--- src/rtl/mc_ctrl_pkg.sv ---
// Shared encodings for the multi-cycle control sequencer: opcodes, FSM states,
// instruction classes and the mux-select / ALU-op codes driven downstream.
package mc_ctrl_pkg;

  localparam int OPW_D    = 4;
  localparam int ALUOPW_D = 3;

  localparam logic [3:0] OP_NOP  = 4'b0000;
  localparam logic [3:0] OP_ST   = 4'b0011;
  localparam logic [3:0] OP_ADD  = 4'b0100;
  localparam logic [3:0] OP_INC  = 4'b0101;
  localparam logic [3:0] OP_NEG  = 4'b0110;
  localparam logic [3:0] OP_SUB  = 4'b0111;
  localparam logic [3:0] OP_J    = 4'b1000;
  localparam logic [3:0] OP_BRZ  = 4'b1001;
  localparam logic [3:0] OP_JM   = 4'b1010;
  localparam logic [3:0] OP_BRN  = 4'b1011;
  localparam logic [3:0] OP_LD   = 4'b1110;
  localparam logic [3:0] OP_SVPC = 4'b1111;

  typedef enum logic [2:0] {
    ST_IF  = 3'd0,
    ST_ID  = 3'd1,
    ST_EX  = 3'd2,
    ST_MEM = 3'd3,
    ST_WB  = 3'd4
  } state_t;

  typedef enum logic [3:0] {
    CL_NOP   = 4'd0,
    CL_ALU   = 4'd1,
    CL_LOAD  = 4'd2,
    CL_STORE = 4'd3,
    CL_JUMP  = 4'd4,
    CL_BRZ   = 4'd5,
    CL_BRN   = 4'd6,
    CL_JM    = 4'd7,
    CL_SVPC  = 4'd8
  } iclass_t;

  localparam logic [1:0] PC_INC  = 2'b00;
  localparam logic [1:0] PC_RS   = 2'b01;
  localparam logic [1:0] PC_DMEM = 2'b10;
  localparam logic [1:0] PC_HOLD = 2'b11;

  localparam logic [1:0] WB_ALU   = 2'b00;
  localparam logic [1:0] WB_DMEM  = 2'b01;
  localparam logic [1:0] WB_PCIMM = 2'b10;
  localparam logic [1:0] WB_ZERO  = 2'b11;

  localparam logic [2:0] ALU_PASS = 3'b000;
  localparam logic [2:0] ALU_ADD  = 3'b001;
  localparam logic [2:0] ALU_INC  = 3'b010;
  localparam logic [2:0] ALU_NEG  = 3'b011;
  localparam logic [2:0] ALU_SUB  = 3'b100;

endpackage

--- src/rtl/mc_ctrl_decode.sv ---
// Combinational opcode classifier; undefined opcodes fall into the NOP class.
module mc_ctrl_decode
  import mc_ctrl_pkg::*;
#(
  parameter int OPW    = OPW_D,
  parameter int ALUOPW = ALUOPW_D
) (
  input  logic [OPW-1:0]    opcode,
  output iclass_t           iclass,
  output logic [ALUOPW-1:0] alu_op
);

  // opcode -> instruction class and ALU operation
  always_comb begin
    iclass = CL_NOP;
    alu_op = ALU_PASS;
    case (opcode)
      OP_ADD:  begin iclass = CL_ALU; alu_op = ALU_ADD; end
      OP_INC:  begin iclass = CL_ALU; alu_op = ALU_INC; end
      OP_NEG:  begin iclass = CL_ALU; alu_op = ALU_NEG; end
      OP_SUB:  begin iclass = CL_ALU; alu_op = ALU_SUB; end
      OP_LD:   iclass = CL_LOAD;
      OP_ST:   iclass = CL_STORE;
      OP_JM:   iclass = CL_JM;
      OP_J:    iclass = CL_JUMP;
      OP_BRZ:  iclass = CL_BRZ;
      OP_BRN:  iclass = CL_BRN;
      OP_SVPC: iclass = CL_SVPC;
      default: iclass = CL_NOP;
    endcase
  end

endmodule

--- src/rtl/mc_ctrl_seq.sv ---
// IF/ID/EX/MEM/WB control sequencer feeding the PC and writeback select muxes.
// Optional retire counter output enabled by defining MC_CTRL_RETIRE_CNT_EN.
module mc_ctrl_seq
  import mc_ctrl_pkg::*;
#(
  parameter int OPW    = OPW_D,
  parameter int ALUOPW = ALUOPW_D
) (
  input  logic              clk,
  input  logic              rst,
  input  logic [OPW-1:0]    opcode,
  input  logic              imem_ready,
  input  logic              dmem_ready,
  input  logic              flag_z,
  input  logic              flag_n,
  output logic              ir_we,
  output logic              pc_we,
  output logic [1:0]        pc_sel,
  output logic [1:0]        wb_sel,
  output logic              reg_we,
  output logic              dmem_re,
  output logic              dmem_we,
  output logic [ALUOPW-1:0] alu_op,
  output logic              flag_we,
  output logic              busy
`ifdef MC_CTRL_RETIRE_CNT_EN
  ,
  output logic [31:0]       retire_cnt
`endif
);

  state_t            state_r;
  state_t            state_nxt;
  logic [OPW-1:0]    op_r;
  logic [OPW-1:0]    dec_op;
  iclass_t           iclass;
  logic [ALUOPW-1:0] dec_alu_op;

  // ID still sees the live opcode; later states use the copy taken in ID
  assign dec_op = (state_r == ST_ID) ? opcode : op_r;

  mc_ctrl_decode #(.OPW(OPW), .ALUOPW(ALUOPW)) u_decode (
    .opcode (dec_op),
    .iclass (iclass),
    .alu_op (dec_alu_op)
  );

  // state register and opcode latch
  always_ff @(posedge clk) begin
    if (rst) begin
      state_r <= ST_IF;
      op_r    <= {OPW{1'b0}};
    end else begin
      state_r <= state_nxt;
      if (state_r == ST_ID) op_r <= opcode;
    end
  end

  // next-state selection
  always_comb begin
    state_nxt = state_r;
    case (state_r)
      ST_IF:  state_nxt = imem_ready ? ST_ID : ST_IF;
      ST_ID: begin
        if (dec_op == OP_NOP)       state_nxt = ST_IF;
        else if (dec_op == OP_SVPC) state_nxt = ST_WB;
        else                        state_nxt = ST_EX;
      end
      ST_EX: begin
        case (iclass)
          CL_ALU:                     state_nxt = ST_WB;
          CL_LOAD, CL_STORE, CL_JM:   state_nxt = ST_MEM;
          default:                    state_nxt = ST_IF;
        endcase
      end
      ST_MEM: begin
        if (!dmem_ready)             state_nxt = ST_MEM;
        else if (iclass == CL_LOAD)  state_nxt = ST_WB;
        else                         state_nxt = ST_IF;
      end
      ST_WB:   state_nxt = ST_IF;
      default: state_nxt = ST_IF;
    endcase
  end

  // Moore output decode; rst forces the idle vector so an aborted instruction writes nothing
  always_comb begin
    ir_we   = 1'b0;
    pc_we   = 1'b0;
    pc_sel  = PC_HOLD;
    wb_sel  = WB_ALU;
    reg_we  = 1'b0;
    dmem_re = 1'b0;
    dmem_we = 1'b0;
    alu_op  = ALU_PASS;
    flag_we = 1'b0;
    busy    = 1'b0;
    if (rst) begin
      busy = 1'b0;
    end else begin
      busy = (state_r != ST_IF);
      case (state_r)
        ST_IF: begin
          ir_we  = imem_ready;
          pc_we  = imem_ready;
          pc_sel = imem_ready ? PC_INC : PC_HOLD;
        end
        ST_ID: busy = 1'b1;
        ST_EX: begin
          case (iclass)
            CL_ALU:  begin alu_op = dec_alu_op; flag_we = 1'b1; end
            CL_JUMP: begin pc_we = 1'b1;   pc_sel = PC_RS; end
            CL_BRZ:  begin pc_we = flag_z; pc_sel = PC_RS; end
            CL_BRN:  begin pc_we = flag_n; pc_sel = PC_RS; end
            default: alu_op = ALU_PASS;
          endcase
        end
        ST_MEM: begin
          case (iclass)
            CL_LOAD:  dmem_re = 1'b1;
            CL_STORE: dmem_we = 1'b1;
            CL_JM: begin
              dmem_re = 1'b1;
              pc_we   = dmem_ready;
              pc_sel  = dmem_ready ? PC_DMEM : PC_HOLD;
            end
            default: dmem_re = 1'b0;
          endcase
        end
        ST_WB: begin
          reg_we = 1'b1;
          case (iclass)
            CL_LOAD: wb_sel = WB_DMEM;
            CL_SVPC: wb_sel = WB_PCIMM;
            default: wb_sel = WB_ALU;
          endcase
        end
        default: busy = 1'b0;
      endcase
    end
  end

`ifdef MC_CTRL_RETIRE_CNT_EN
  // count instructions on their final cycle; IF stalls never qualify
  always_ff @(posedge clk) begin
    if (rst) begin
      retire_cnt <= 32'd0;
    end else if ((state_r != ST_IF) && (state_nxt == ST_IF)) begin
      retire_cnt <= retire_cnt + 32'd1;
    end
  end
`endif

endmodule

--- config.mk ---
export PLATFORM = sky130hd
export DESIGN_NAME = mc_ctrl_seq
export DESIGN_NICKNAME = d
export VERILOG_FILES = /design/src/rtl/mc_ctrl_pkg.sv /design/src/rtl/mc_ctrl_decode.sv /design/src/rtl/mc_ctrl_seq.sv
export SDC_FILE = /design/constraint.sdc
export NUM_CORES = 1
export LEC_CHECK = 0
export CORE_UTILIZATION = 35
export CTS_CLUSTER_DIAMETER = 50
export DETAILED_ROUTE_END_ITERATION = 10
export GPL_TIMING_DRIVEN = 1
export PLACE_DENSITY_LB_ADDON = 0.08
export RECOVER_POWER = 25
export SLEW_MARGIN = 20
export SYNTH_ARGS = -nofsm -noshare
export SYNTH_HDL_FRONTEND = slang
export SYNTH_SLANG_ARGS = --single-unit
--- constraint.sdc ---
create_clock -name clk -period 1.6 [get_ports clk]
set_input_delay 0.32 -clock clk [delete_from_list [all_inputs] [get_ports clk]]
set_output_delay 0.32 -clock clk [all_outputs]
set_load 0.05 [all_outputs]
==> flow_summary.json <==
{
  "clock_power_share_pct": 24.5,
  "grt_overflow": 0,
  "post_drt_wl_per_cell_um": 22.0,
  "clk_latency_ns": 0.27,
  "hold_viol_final": 0,
  "p_leak_nw": 0.630,
  "fp.dieArea_mm2": 0.00213,
  "antenna_found_initial": 0,
  "max_slew_margin_pct": 79.4,
  "syn_to_final_growth_pct": 140,
  "synth-seq-cells": 7,
  "die_w_um": 46.1,
  "layout_commonest_cell": "buf_4",
  "clock-sinks": 7,
  "cts-root-buf": "clkbuf_4",
  "avgViaCountPerCell": 5.92,
  "synth_warnings": 0,
  "crit_path_max_fanout": 3,
  "period_share_pct": 135,
  "core_mm2": 0.00178,
  "drive_gt1_share_pct": 68.5,
  "layout.nets": 154,
  "drt_iter0_markers": 33,
  "tns_ns": -6.14,
  "max_stage_delay_ns": 0.35,
  "p_switching_mw": 0.277,
  "rsz0062_at_grt": "yes",
  "htreeDepth": 1,
  "fillerInstances": 58,
  "worstPathRequired_ns": 1.28,
  "cts_buffers": 3,
  "grt_max_degree": 13,
  "arrival_ns": 1.84,
  "seqPwrFrac_pct": 26.1,
  "vias": 995,
  "yosysTopAreaCellShare_pct": 20.6,
  "grt_use_total_pct": 34.5,
  "diodes": 0,
  "crit_path_cell_trace": "buf_4, nand2b_4, or3_4, nor3_4, nor3b_4, buf_12",
  "wl_um": 3700,
  "grt_pass1_vias": 1001,
  "worstHoldPathType": "primary input to register",
  "start_util_pct": 38.2,
  "dr.pass1.iters": 4,
  "drc_errors": 0,
  "synth_fp_nets": 89,
  "maxCapViolations": 0,
  "dieHeight_um": 46.1,
  "synth_area_leader_cell": "dfxtp_1",
  "clockBufferDepth": 2,
  "fin_crit_ns": 2.16,
  "syn_avg_cell_area_um2": 8.63,
  "gp_congestion": 0.866,
  "internal-power_mw": 0.462,
  "p_total_mw": 0.740,
  "ys_seq_area_share_pct": 20.6,
  "power_frac_comb_pct": 49.4,
  "maxSlewViolCount": 0,
  "end_kind": "output port",
  "p_per_area_mw_per_mm2": 451,
  "p_sw_share_pct": 37.5,
  "cp_slowest_cell": "or3_4",
  "critPathLaunchType": "register",
  "fmax_ghz": 0.463,
  "dpl.hpwl_um": 2030,
  "worst_pin_slew_ns": 0.303,
  "grt_pass1_wl_um": 4970,
  "clock-skew-final_ns": 0.00663,
  "cts_tree": "done",
  "synthTopCellsByArea": "dfxtp_1, mux2i_1, nor2_1",
  "ir_drop_uv": 386,
  "path_clk_slew_ns": 0.06,
  "syn_area_um2": 682,
  "drtAntennaViolNets": 0,
  "place_inst": 157,
  "synthCells": 79,
  "final_cell_mix": "buf_4, buf_12, clkdlybuf4s50_1",
  "status": "finished, violations left",
  "synth_cell_types": 40,
  "rows": 15,
  "critical_path_class": "register to output port",
  "io_pins": 24,
  "fin_ws_ns": -0.561,
  "violations": "negative setup slack",
  "setup_viol": 15,
  "numPortBuffers": 23,
  "fin_cells": 168
}
## worst max-delay path: cells and delay by family, from the launching register on
kind	cells	cell delay, ns
flip-flops	1	0.34
buffers and inverters	2	0.31
AND/OR/NAND/NOR	4	0.93
## flip-flops by register name (all words and copies together), names as in the netlist
name and flops:
op_r 4, state_r 3
## kinds of logic after synthesis
logic type	after synthesis	share of synthesized area, %
buffers and inverters	8	9.36
AND/OR/NAND/NOR	45	44.6
XOR/XNOR	2	2.57
AO/OA/AOI/OAI	9	10.5
multiplexers	8	12.5
flip-flops	7	20.5
## worst paths after layout
| kind | slack, ns | from | cells after the start | end |
|---|---|---|---|---|
| hold / removal | 0.65 | rst | 3 | state_r[0] |
| hold reg to reg | 0.72 | state_r[2] | 3 | state_r[2] |
| setup reg to reg | -0.09 | state_r[2] | 6 | state_r[1] |
| setup / recovery | -0.56 | state_r[2] | 6 | alu_op[2] |
## cell usage after synthesis, drive strengths merged
| master | count |
|---|---|
| a32oi | 1 |
| a211oi | 2 |
| or3 | 1 |
| and3 | 2 |
| or4 | 1 |
| nand3b | 1 |
| clkbuf | 2 |
| nor2b | 2 |
| nand2b | 3 |
| buf | 4 |
| nor4b | 2 |
| nor4bb | 2 |
| nand2 | 2 |
| dfxtp | 7 |
| mux2 | 1 |
| mux2i | 7 |
| or2b | 1 |
| a211o | 1 |
| nor4 | 3 |
| o21ai | 2 |
| or4bb | 1 |
| xor2 | 1 |
| nor2 | 10 |
| or3b | 1 |
| nand4 | 3 |
| a21oi | 1 |
| xnor2 | 1 |
| o211ai | 1 |
| nand3 | 5 |
| inv | 2 |
| nor3b | 2 |
| nor3 | 3 |
| a41oi | 1 |
## power groups by stage
stage	combinational, mW	clock (mW)	sequential (mW)
6_report	0.365	0.181	0.193
5_1_grt	0.377	0.186	0.194
4_1_cts	0.339	0.180	0.193
3_5_place_dp	0.304	0	0.196
3_3_place_gp	0.298	0	0.195
2_1_floorplan	0.149	0	0.196
## area by class of cell
class	instances	area, µm²	share of cell area [%]
multi-input cells	64	709	43.3
repair buffers	66	709	43.3
flip-flops and latches	7	155	9.47
well taps	25	31.3	1.91
clock buffers	4	26.3	1.60
inverters	2	7.51	0.458
## stage by stage
step / setup slack, ns / area (µm²) / hold WS (ns) / utilization [%]
detailed placement: -0.455 / 1410 / 0.742 / 79.0
CTS: -0.527 / 1600 / 0.608 / 89.8
floorplan: -0.745 / 812 / 0.397 / -
finish: -0.561 / 1640 / 0.646 / 91.9
global placement: -0.390 / 1410 / 0.736 / 79.0
global route: -0.634 / 1640 / 0.664 / 91.9
## per-layer routing
metal | wire length, µm | global-route usage (%) | up-vias
li1 | - | - | 430
met1 | 1330 | 37.0 | 474
met2 | 1920 | 67.3 | 67
met3 | 219 | 4.31 | 24
met4 | 231 | 12.4 | 0
met5 | 0 | 0 | -
## repair_timing
action                                 in CTS  in global routing
setup endpoints to repair                  16                 16
hold buffers                                0                  0
resized for setup                          27                  6
endpoints found under the hold margin       0                  0
setup buffers                               6                  2
pin swaps                                  14                  3
(Power assumes the default switching activity.)
==> edit: new RTL, same flow settings <==
Re-encode `state_t` (5 states) as one-hot, 5 bits wide.
--- a/src/rtl/mc_ctrl_pkg.sv
+++ b/src/rtl/mc_ctrl_pkg.sv
@@ -20,8 +20,8 @@
 
-  typedef enum logic [2:0] {
-    ST_IF  = 3'd0,
-    ST_ID  = 3'd1,
-    ST_EX  = 3'd2,
-    ST_MEM = 3'd3,
-    ST_WB  = 3'd4
+  typedef enum logic [4:0] {
+    ST_IF  = 5'b00001,
+    ST_ID  = 5'b00010,
+    ST_EX  = 5'b00100,
+    ST_MEM = 5'b01000,
+    ST_WB  = 5'b10000
   } state_t;
Check against the original RTL: same outputs for any inputs over 10 cycles, from zero or initial values and one cycle with rst high; not proved beyond that.
==> edit against the unedited design <==
- sequential cell count up 2
- cell count up 43%
- wire length up 35%
- design area up 33%
- clock power up 13%
- setup slack worse by 0.29 ns
- synthesized area up 45%
- the flow still finishes with violations (setup timing)
- power up 12%
- highest routed layer unchanged
==> edit: results <==
hold_path:
  worstHoldPathType: "flip-flop to flip-flop"
  worst_hold_startpoint: "op_r[2]"
  min_path_cells: 2
  hold_critical_path_endpoint: "op_r[2]"
layout:
  largest_registers: "state_r (5), op_r (4)"
  final_layout_size_suffix_gt1_frac: 0.614
  num-nets-final: 221
setup_path:
  critical_path.max_fanout: 5
  crit-reg2reg-capture: "state_r[4]"
  timing.critical_path.arrival_ns: 2.13
logic_synthesis:
  netlist_top_cells_count: "sky130_fd_sc_hd__nand2_1, sky130_fd_sc_hd__nor2_1, sky130_fd_sc_hd__a21oi_1, sky130_fd_sc_hd__dfxtp_1, sky130_fd_sc_hd__clkbuf_1"
  yosys-top-cells-area: "sky130_fd_sc_hd__dfxtp_1, sky130_fd_sc_hd__nand2_1, sky130_fd_sc_hd__a21oi_1"
  synth.net_count: 144
  seq_area_frac_synth: 0.183
run_status:
  outcome: "complete, but fails checks"
  failing_checks: "setup timing"
sta:
  timing_worst_slew_pin_value_ns: 0.515
  final-setup-viol-count: 20
  setup-tns-final_ns: -10.98
  finalWorstSetupSlack_ns: -0.852
  clock_skew_ns: 0.00211
place:
  dpl_cell_area_sq_um: 1810
  routabilityCongestion: 0.945
  post-dp-hpwl_mm: 2.83
global_routing:
  global_route.usage.total: 0.322
  first_global_vias: 1390
  grt_first_pass_wirelength_mm: 6.67
  grtUsageMet1: 0.383
power_and_ir_drop:
  worst_ir_drop_vdd_uv: 447
  power.leakage_uw: 0.000849
drt:
  drt_first_iter_violations: 70
[edit: cell types whose count changed in the layout (fill, tap and decap cells not counted), moves of 4 or more]
cell	change
sky130_fd_sc_hd__buf_4	+7
sky130_fd_sc_hd__buf_6	+6
sky130_fd_sc_hd__nand2_1	+6
sky130_fd_sc_hd__o211ai_1	+5
sky130_fd_sc_hd__a21oi_1	+4
sky130_fd_sc_hd__dfxtp_1	+4
sky130_fd_sc_hd__nor3_4	+4
sky130_fd_sc_hd__nor4_4	+4
[edit: timing repair]
item / CTS / global route
gates cloned: 0 / 0
endpoints found under the setup margin: 19 / 21
gates resized for setup: 47 / 15
pin swaps: 15 / 7
buffers inserted: 9 / 5
hold endpoints to repair: 0 / 0
[edit: per-layer routing]
layer | vias to the layer above | wire [microns]
met5 | - | 0
met4 | 0 | 278
met3 | 30 | 397
met2 | 100 | 2380
met1 | 730 | 1940
li1 | 667 | -
[edit: worst max path at each step]
stage | startpoint | end | depth (start not counted)
floorplan | state_r[4] | alu_op[0] | 5
global placement | opcode[1] | pc_we | 6
detailed placement | opcode[1] | pc_we | 6
CTS | state_r[4] | alu_op[0] | 5
global route | state_r[3] | alu_op[2] | 5
finish | state_r[4] | alu_op[2] | 5
[edit: kinds of logic after synthesis]
family,after synthesis,share of synthesized area
simple gates,70,0.442
mux,1,0.0114
buf+inv,12,0.0584
xor+xnor,3,0.0267
flops,9,0.183
compound gates,39,0.279
[edit: where the power goes]
group | switching (uW) | internal (uW)
Sequential | 8.07 | 232
Clock | 107 | 97.0
Combinational | 203 | 180
[edit: area by class of cell]
cell class | instances | area (sq um) | share of cell area
multi-input combinational | 113 | 1030 | 0.476
tap | 30 | 37.5 | 0.0173
sequential | 9 | 185 | 0.0851
clock buffer | 4 | 26.3 | 0.0121
timing repair buffer | 82 | 885 | 0.407
inverter | 2 | 7.51 | 0.00345
[edit: worst max-delay path, cell delays in order (launching register included)]
cell and delay (ns):
sky130_fd_sc_hd__dfxtp_2 0.33, sky130_fd_sc_hd__or3b_4 0.40, sky130_fd_sc_hd__or2_4 0.25, sky130_fd_sc_hd__or3b_4 0.46, sky130_fd_sc_hd__nor4_4 0.23, sky130_fd_sc_hd__buf_12 0.18
[edit: through the flow]
stage          hold slack [ns]  instances
2_1_floorplan            0.410        134
3_3_place_gp             0.511        224
3_5_place_dp             0.517        224
4_1_cts                  0.526        236
5_1_grt                  0.612        240
6_report                 0.593        240
